**src/rtl/row_sync_arbiter.sv**
```systemverilog
// ----------------------------------------------------------------------------
// row_sync_arbiter
//
// Round-robin arbiter and round barrier for the cores of one row. Exactly one
// core at a time owns the shared row buffer. After each grant the arbiter
// waits for the URAM drain to report the buffer empty before it scans again.
// Once every core has been served in the current round, a one-cycle
// round-done pulse is produced.
//
// Optional feature macro: ARB_TIMEOUT_EN
//   When defined, a grant that lasts TIMEOUT_CYCLES cycles is revoked. The core
//   is then blocked until it drops its request for at least one cycle.
//   When undefined, a grant is held for as long as the request stays high,
//   and o_timeout is tied low.
//
// Ports:
//   clk             system clock, same domain as the cores
//   reset           asynchronous active-low reset
//   i_core_req      per-core request level (bit k = core k)
//   o_core_grant    one-hot-or-zero grant vector (registered)
//   o_grant_valid   high while any grant bit is high (registered)
//   o_grant_idx     index of the granted core; keeps its last value when idle
//   i_uram_emptied  level from the drain logic, high when the buffer is empty
//   o_round_done    one-cycle pulse when every core has been served
//   o_timeout       one-cycle pulse on forced revocation (0 without the macro)
// ----------------------------------------------------------------------------
module row_sync_arbiter #(
    parameter int NUM_CORES      = 8,
    parameter int TIMEOUT_CYCLES = 1024
) (
    input  logic                         clk,
    input  logic                         reset,
    input  logic [NUM_CORES-1:0]         i_core_req,
    output logic [NUM_CORES-1:0]         o_core_grant,
    output logic                         o_grant_valid,
    output logic [$clog2(NUM_CORES)-1:0] o_grant_idx,
    input  logic                         i_uram_emptied,
    output logic                         o_round_done,
    output logic                         o_timeout
);

    localparam int IDX_W = $clog2(NUM_CORES);

    // Core count at one extra bit of width, for the modulo wrap in the scan.
    localparam logic [IDX_W:0] NUM_W = (IDX_W + 1)'(NUM_CORES);
    localparam logic [IDX_W-1:0] LAST_IDX = IDX_W'(NUM_CORES - 1);

    typedef enum logic [1:0] {
        IDLE,
        GRANT,
        DRAIN
    } state_t;

    state_t               state;
    logic [IDX_W-1:0]     rr_ptr;
    logic [NUM_CORES-1:0] served;

    logic [NUM_CORES-1:0] eligible;
    logic                 pick_found;
    logic [IDX_W-1:0]     pick_idx;
    logic [IDX_W:0]       cand;
    logic                 req_gone;
    logic                 timeout_hit;
    logic                 end_grant;
    logic [NUM_CORES-1:0] served_next;
    logic [IDX_W-1:0]     rr_next;

`ifdef ARB_TIMEOUT_EN
    localparam int CNT_W = $clog2(TIMEOUT_CYCLES + 1);

    logic [CNT_W-1:0]     grant_cnt;
    logic [NUM_CORES-1:0] blocked;

    // A core that timed out is skipped until it has dropped its request.
    assign eligible    = i_core_req & ~blocked;
    assign timeout_hit = (grant_cnt == CNT_W'(TIMEOUT_CYCLES));
`else
    assign eligible    = i_core_req;
    assign timeout_hit = 1'b0;
    assign o_timeout   = 1'b0;
`endif

    // Round-robin scan: first eligible core at or after rr_ptr, wrapping.
    always_comb begin
        // NOTE: every variable written here gets a default first, so no path
        // leaves a value unassigned and no latch is inferred.
        pick_found = 1'b0;
        pick_idx   = '0;
        cand       = '0;
        for (int i = 0; i < NUM_CORES; i++) begin
            cand = {1'b0, rr_ptr} + (IDX_W + 1)'(i);
            if (cand >= NUM_W) begin
                cand = cand - NUM_W;
            end
            if (!pick_found && eligible[cand[IDX_W-1:0]]) begin
                pick_found = 1'b1;
                pick_idx   = cand[IDX_W-1:0];
            end
        end
    end

    // The grant ends when the owner drops its request or the timeout fires;
    // a normal release wins over a timeout landing on the same edge.
    assign req_gone    = !i_core_req[o_grant_idx];
    assign end_grant   = (state == GRANT) && (req_gone || timeout_hit);

    // o_core_grant is the one-hot of the current owner, so it doubles as the
    // served-bit to merge in at release.
    assign served_next = served | o_core_grant;
    assign rr_next     = (o_grant_idx == LAST_IDX) ? '0 : o_grant_idx + 1'b1;

    always_ff @(posedge clk or negedge reset) begin
        if (!reset) begin
            state         <= IDLE;
            rr_ptr        <= '0;
            served        <= '0;
            o_core_grant  <= '0;
            o_grant_valid <= 1'b0;
            o_grant_idx   <= '0;
            o_round_done  <= 1'b0;
        end else begin
            // NOTE: sequential state uses non-blocking assignments so every
            // register samples the pre-edge values, independent of statement order.
            o_round_done <= 1'b0;
            case (state)
                IDLE: begin
                    if (pick_found) begin
                        o_core_grant  <= NUM_CORES'(1) << pick_idx;
                        o_grant_valid <= 1'b1;
                        o_grant_idx   <= pick_idx;
                        state         <= GRANT;
                    end
                end
                GRANT: begin
                    if (end_grant) begin
                        o_core_grant  <= '0;
                        o_grant_valid <= 1'b0;
                        rr_ptr        <= rr_next;
                        state         <= DRAIN;
                        // Barrier fires on the release that completes the set;
                        // repeat service only re-sets an already-set bit.
                        if (&served_next) begin
                            served       <= '0;
                            o_round_done <= 1'b1;
                        end else begin
                            served <= served_next;
                        end
                    end
                end
                DRAIN: begin
                    if (i_uram_emptied) begin
                        state <= IDLE;
                    end
                end
                default: begin
                    state <= IDLE;
                end
            endcase
        end
    end

`ifdef ARB_TIMEOUT_EN
    always_ff @(posedge clk or negedge reset) begin
        if (!reset) begin
            grant_cnt <= '0;
            blocked   <= '0;
            o_timeout <= 1'b0;
        end else begin
            o_timeout <= 1'b0;
            // Entering GRANT starts at 1 so the count equals the number of
            // cycles the grant has been visible.
            if (state == IDLE && pick_found) begin
                grant_cnt <= CNT_W'(1);
            end else if (state == GRANT && !end_grant) begin
                grant_cnt <= grant_cnt + 1'b1;
            end

            if (state == GRANT && !req_gone && timeout_hit) begin
                o_timeout <= 1'b1;
                blocked   <= (blocked & i_core_req) | o_core_grant;
            end else begin
                blocked   <= blocked & i_core_req;
            end
        end
    end
`endif

endmodule

```
**config.mk**
```make
export PLATFORM = sky130hd
export DESIGN_NAME = row_sync_arbiter
export DESIGN_NICKNAME = d
export VERILOG_FILES = /design/src/rtl/row_sync_arbiter.sv
export SDC_FILE = /design/constraint.sdc
export NUM_CORES = 1
export LEC_CHECK = 0
export ABC_AREA = 1
export ABC_CLOCK_PERIOD_IN_PS = 3300
export BUFFER_PORTS_ARGS = -buffer_cell sky130_fd_sc_hd__buf_2
export CORE_ASPECT_RATIO = 0.9
export CORE_MARGIN = 4
export CORE_UTILIZATION = 41
export CTS_BUF_LIST = sky130_fd_sc_hd__clkbuf_8
export DETAILED_ROUTE_END_ITERATION = 10
export PLACE_DENSITY_LB_ADDON = 0.2
export SETUP_SLACK_MARGIN = 0.3
export SLEW_MARGIN = 10
export SYNTH_ARGS = -nofsm -noshare
export SYNTH_HDL_FRONTEND = slang
export SYNTH_SLANG_ARGS = --single-unit
```
**constraint.sdc**
```tcl
create_clock -name clk -period 3.3 [get_ports clk]
set_clock_uncertainty 0.1 [all_clocks]
set_input_delay 0.165 -clock clk [delete_from_list [all_inputs] [get_ports clk]]
set_output_delay 0.165 -clock clk [all_outputs]
set_load 0.005 [all_outputs]
```
After elaboration in Yosys (flattened, before gate mapping)
Cells that the tools add are included.

Word-level logic and storage cells: 128. Bits of input ports: 11. Output and inout bits: 14. Register bits after elaboration: 26.

Bitwise logic cells: 1. Shift-type cells: 1. Add/sub/neg operators: 16. Mux-type cells: 57. Magnitude comparators: 17. Equal/unequal tests: 6. Reduce and logical (&&, ||, !) cells: 23.

Operator list (count): 3-bit two-way mux (17); 3-bit by 4-bit < comparator with 1-bit output, second input constant (9); 4-bit >= comparator, second input constant (7); 1-bit binary-select mux with 3-bit select (9); 8-bit two-way mux (3); 3-bit by 1-bit subtractor with 3-bit output, second input constant (8); 1-bit two-way mux (22); 3-bit by 3-bit adder with 4-bit output, second input constant (4); 8-bit case mux with 2 select lines (1); 3-bit by 2-bit adder with 4-bit output, second input constant (2); 1-bit logical AND (8); 1-bit logical NOT (8); 8-bit bitwise OR (1); 8-bit AND reduction (1); 1-bit by 3-bit left shift with 8-bit output, first input constant (1); 2-bit two-way mux (3); 2-bit inequality test, second input constant (3); 2-bit case mux with 3 select lines (1); 3-bit AND reduction (2); 3-bit by 1-bit adder with 4-bit output, second input constant (1); 3-bit by 4-bit >= comparator with 1-bit output, second input constant (1); 2-bit AND reduction (2); 3-bit by 1-bit adder with 3-bit output, second input constant (1); 3-bit == test, second input constant (1); other kinds (5) (5).

Logic depth before layout (Yosys ltp)
Depth in word-level cells: 29. Gate-level depth with buffers: 21. Mapped depth without buffers: 19.

Worst setup path after synthesis
OpenSTA, ideal clock, no wires.

Path type: flip-flop to flip-flop. Start point: reg rr_ptr[0]. End point: reg o_core_grant[4]. Period minus slack after synthesis: 2478 ps. Data arrival time: 2261 ps. Cell stages (with the launch flop): 19. Buffers on the path: 2. Setup slack: 822 ps. Cells stage by stage: dfrtp_1 -> buf_6 -> inv_4 -> buf_6 -> ha_1 -> inv_1 -> nand3_1 -> nand3_2 -> nand2_2 -> nor2_4 -> nand4_4 -> nor2_4 -> nand3b_2 -> nand2_4 -> inv_4 -> nand2_2 -> inv_2 -> nand2_1 -> nand2_1.

Longest elaborated chain between the ends: 29. Elaborated cells between the ends (all ways): 82.

RTL lines: start: declaration (RTL line 55) `logic [IDX_W-1:0] rr_ptr;`; start signal: assignment (RTL line 138) `rr_ptr <= rr_next;`; parallel branches: the longest is 29 deep, another holds 3-bit by 1-bit adder with 4-bit output; end signal: assignment (RTL line 128) `o_core_grant <= NUM_CORES'(1) << pick_idx;`; end: declaration (RTL line 34) `output logic [NUM_CORES-1:0] o_core_grant,`.

Several ways; the timed one is not identified. The select of a mux whose other input is x is not followed. A chain may end at the register's enable or synchronous reset.

Worst setup path in the final report
Start point: reg rr_ptr[0]. End point: reg o_core_grant[6].

The elaborated chain is that of the path after synthesis.

==> results.py <==
metrics = {
    "clock_tree": {
        "clock_sinks": 26,
        "clk_pin_slew_ns": 0.09,
        "clk_latency_ns": 0.26,
        "cts-root-buf": "clkbuf_8",
        "cts_buffers": 3,
        "cts_tree": "yes",
        "cts_setup_buffers": 0,
        "cts_htree_levels": 1,
        "ctsLongestPathBuffers": 2,
    },
    "placed_design": {
        "place_congestion": 0.907,
        "dp.cells": 354,
        "place_ws_ns": 0.474,
        "place_hpwl_um": 3600,
        "io_buffers": 23,
    },
    "sta": {
        "rsz0062_at_grt": "no",
        "tightest_slew_ns": 0.580,
        "slew_violations": 0,
        "post-route-min-period_ns": 2.68,
        "setup_slack_ns": 0.616,
        "timing.final.crit_share_pct": 81.3,
        "hold_violations": 0,
        "timing.fmax_mhz": 373,
        "finalSetupViolCount": 0,
        "maxSlewHeadroom_pct": 61.3,
        "fin_tns_setup_ns": 0,
    },
    "yosys": {
        "synth_top_area_share_pct": 33.3,
        "synthCells": 274,
        "synth_area_leaders": "dfrtp_1 33%, nand2_1 13%, nand3_1 7.4%",
        "ys_ff_latch": 26,
        "syn_area_um2": 1950,
        "syn_nets": 289,
        "yosysWarningCount": 0,
        "yosysUniqueCellTypes": 32,
        "synth_top_area_cell": "dfrtp_1",
        "yosysSeqAreaShare_pct": 33.3,
        "postSynthAreaPerCell_um2": 7.13,
    },
    "global_routing": {
        "antenna_found_initial": 0,
        "grt_max_degree": 27,
        "grt_pass1_wl_um": 7870,
        "grt_pass1_vias": 1701,
        "grt_use_total_pct": 16.7,
        "grt-ovfl-total": 0,
    },
    "drt": {
        "drt_iter0_drc": 115,
        "detail_route.wl_per_cell_um": 12.4,
        "dr_total_vias": 1790,
        "wl_um": 4440,
        "via_per_inst": 4.99,
        "dr.pass1.iters": 4,
        "final_antenna_net_count": 0,
        "drc": 0,
    },
    "status": {
        "status": "finished clean",
    },
    "hold_path": {
        "hold_class": "primary input to async pin",
    },
    "final_layout": {
        "layoutNonFillerInstCount": 359,
        "synthToLayoutAreaGrowth_pct": 11.1,
        "final_nets": 314,
        "regArea_um2": 652,
        "diodes": 0,
        "multi_input_area_um2": 1130,
        "fillers": 457,
        "drive_gt1_share_pct": 23.6,
    },
    "die": {
        "num_io_pins": 25,
        "core_area_um2": 4520,
        "initial_core_util_pct": 43.3,
        "dieWidth_um": 80.8,
        "die_y_um": 73.5,
        "num_rows": 23,
        "die-area_um2": 5940,
    },
    "worst_setup_path": {
        "critPathArrivalTime_ns": 2.77,
        "r2r_cells": 14,
        "critPathKind": "register to register",
        "critical_path.startpoint_type": "register",
        "cp_max_fo": 13,
        "critPathRequiredTime_ns": 3.38,
        "crit_path_end_kind": "register",
    },
    "job": {
        "cap_violations": 0,
    },
}
## flip-flops by register name, indices dropped and copies added (netlist names)
name / cells
state: 2
o_core_grant: 8
o_round_done: 1
rr_ptr: 3
o_grant_idx: 3
o_grant_valid: 1
served: 8
## worst max-delay path: stages, from the launching register on
cell	delay [ns]
dfrtp_2	0.49
inv_4	0.19
ha_1	0.34
inv_2	0.15
nand3_1	0.15
nand3_2	0.12
nand2_2	0.08
nor2_4	0.15
nand4_4	0.12
nor2_4	0.15
nand3b_2	0.12
nand2_4	0.11
nand2_2	0.10
nor2_1	0.12
o21bai_1	0.12
## synth_stat cells
library cell,number
nor3_2,1
o22ai_1,2
inv_1,22
buf_2,1
dfrtp_1,26
a21oi_1,1
nand3b_2,1
nor4_1,2
conb_1,1
o21bai_1,5
o21ai_1,3
nand3_1,29
nand3_2,9
nor2_2,2
nor2_4,2
nand4_1,4
nand2_1,68
xnor2_1,2
o21ai_0,11
o21a_1,8
clkbuf_1,1
buf_6,2
buf_4,2
xor2_1,2
o21ai_2,2
nand2_4,3
ha_1,4
nand2_2,10
nor2_1,37
nand4_4,1
inv_4,2
inv_2,8
## timing repair
item,4_1_cts,5_1_grt
setup endpoints to repair,0,10
hold buffers,2,0
gates resized for setup,0,2
endpoints found under the hold margin,27,0
## final cells by class
| cell class | count | area share, % |
|---|---|---|
| inverters | 32 | 5.76 |
| flip-flops and latches | 26 | 30.0 |
| multi-input cells | 210 | 52.2 |
| clock buffers | 3 | 1.90 |
| repair buffers | 26 | 6.57 |
| well taps | 62 | 3.57 |
## cells in the final DEF (no fill, tap or decap), drive strengths merged
master	count
nand2	81
nor2	41
nand3	38
inv	32
dfrtp	26
buf	24
o21ai	16
o21a	8
o21bai	5
nand4	5
ha	4
clkbuf	3
nor4	2
o22ai	2
xor2	2
xnor2	2
dlygate4sd3	2
a21oi	1
nor3	1
nand3b	1
conb	1
## through the flow
step	cell area (um2)	util, %	hold WS [ns]
final	2170	48.0	0.336
after CTS	2170	48.0	0.344
after floorplan	1950	-	-0.231
after detailed placement	2110	46.7	0.0928
after global routing	2170	48.0	0.372
after global placement	2110	46.7	0.0989
## path summary, 6_finish.rpt
| kind | startpoint | end | slack (ns) |
|---|---|---|---|
| max | rr_ptr[0] | o_core_grant[6] | 0.62 |
| min | reset | o_core_grant[3] | 0.34 |
| max reg2reg | rr_ptr[0] | o_core_grant[6] | 0.62 |
| min reg2reg | o_grant_valid | o_grant_valid | 0.38 |
| max in group asynchronous | reset | rr_ptr[0] | 2.35 |
| min in group clk | i_core_req[4] | state[0] | 0.35 |
## cells by family (layout without fill, tap and decap cells)
kind of cell               count (synthesis)  count (layout)  synth area share (%)
buffers and inverters                     38              61                  8.77
and+or+nand+nor                          169             169                  43.0
adders and majority gates                  4               4                  2.56
xor gates and xnor gates                   4               4                  1.79
AOI/OAI and AO/OA                         32              32                  10.4
DFF                                       26              26                  33.3
other                                      1               1                 0.192
## per-layer routing
metal / wire length [um] / GRT usage (%) / up-vias
met1: 2240 / 25.2 / 805
met3: 215 / 2.45 / 4
met5: 0 / 0 / -
li1: - / - / 937
met2: 1950 / 25.6 / 44
met4: 42 / 3.00 / 0
Power is not shown: default switching activity piles up to over one toggle a cycle in this logic, so the estimate is an artifact.
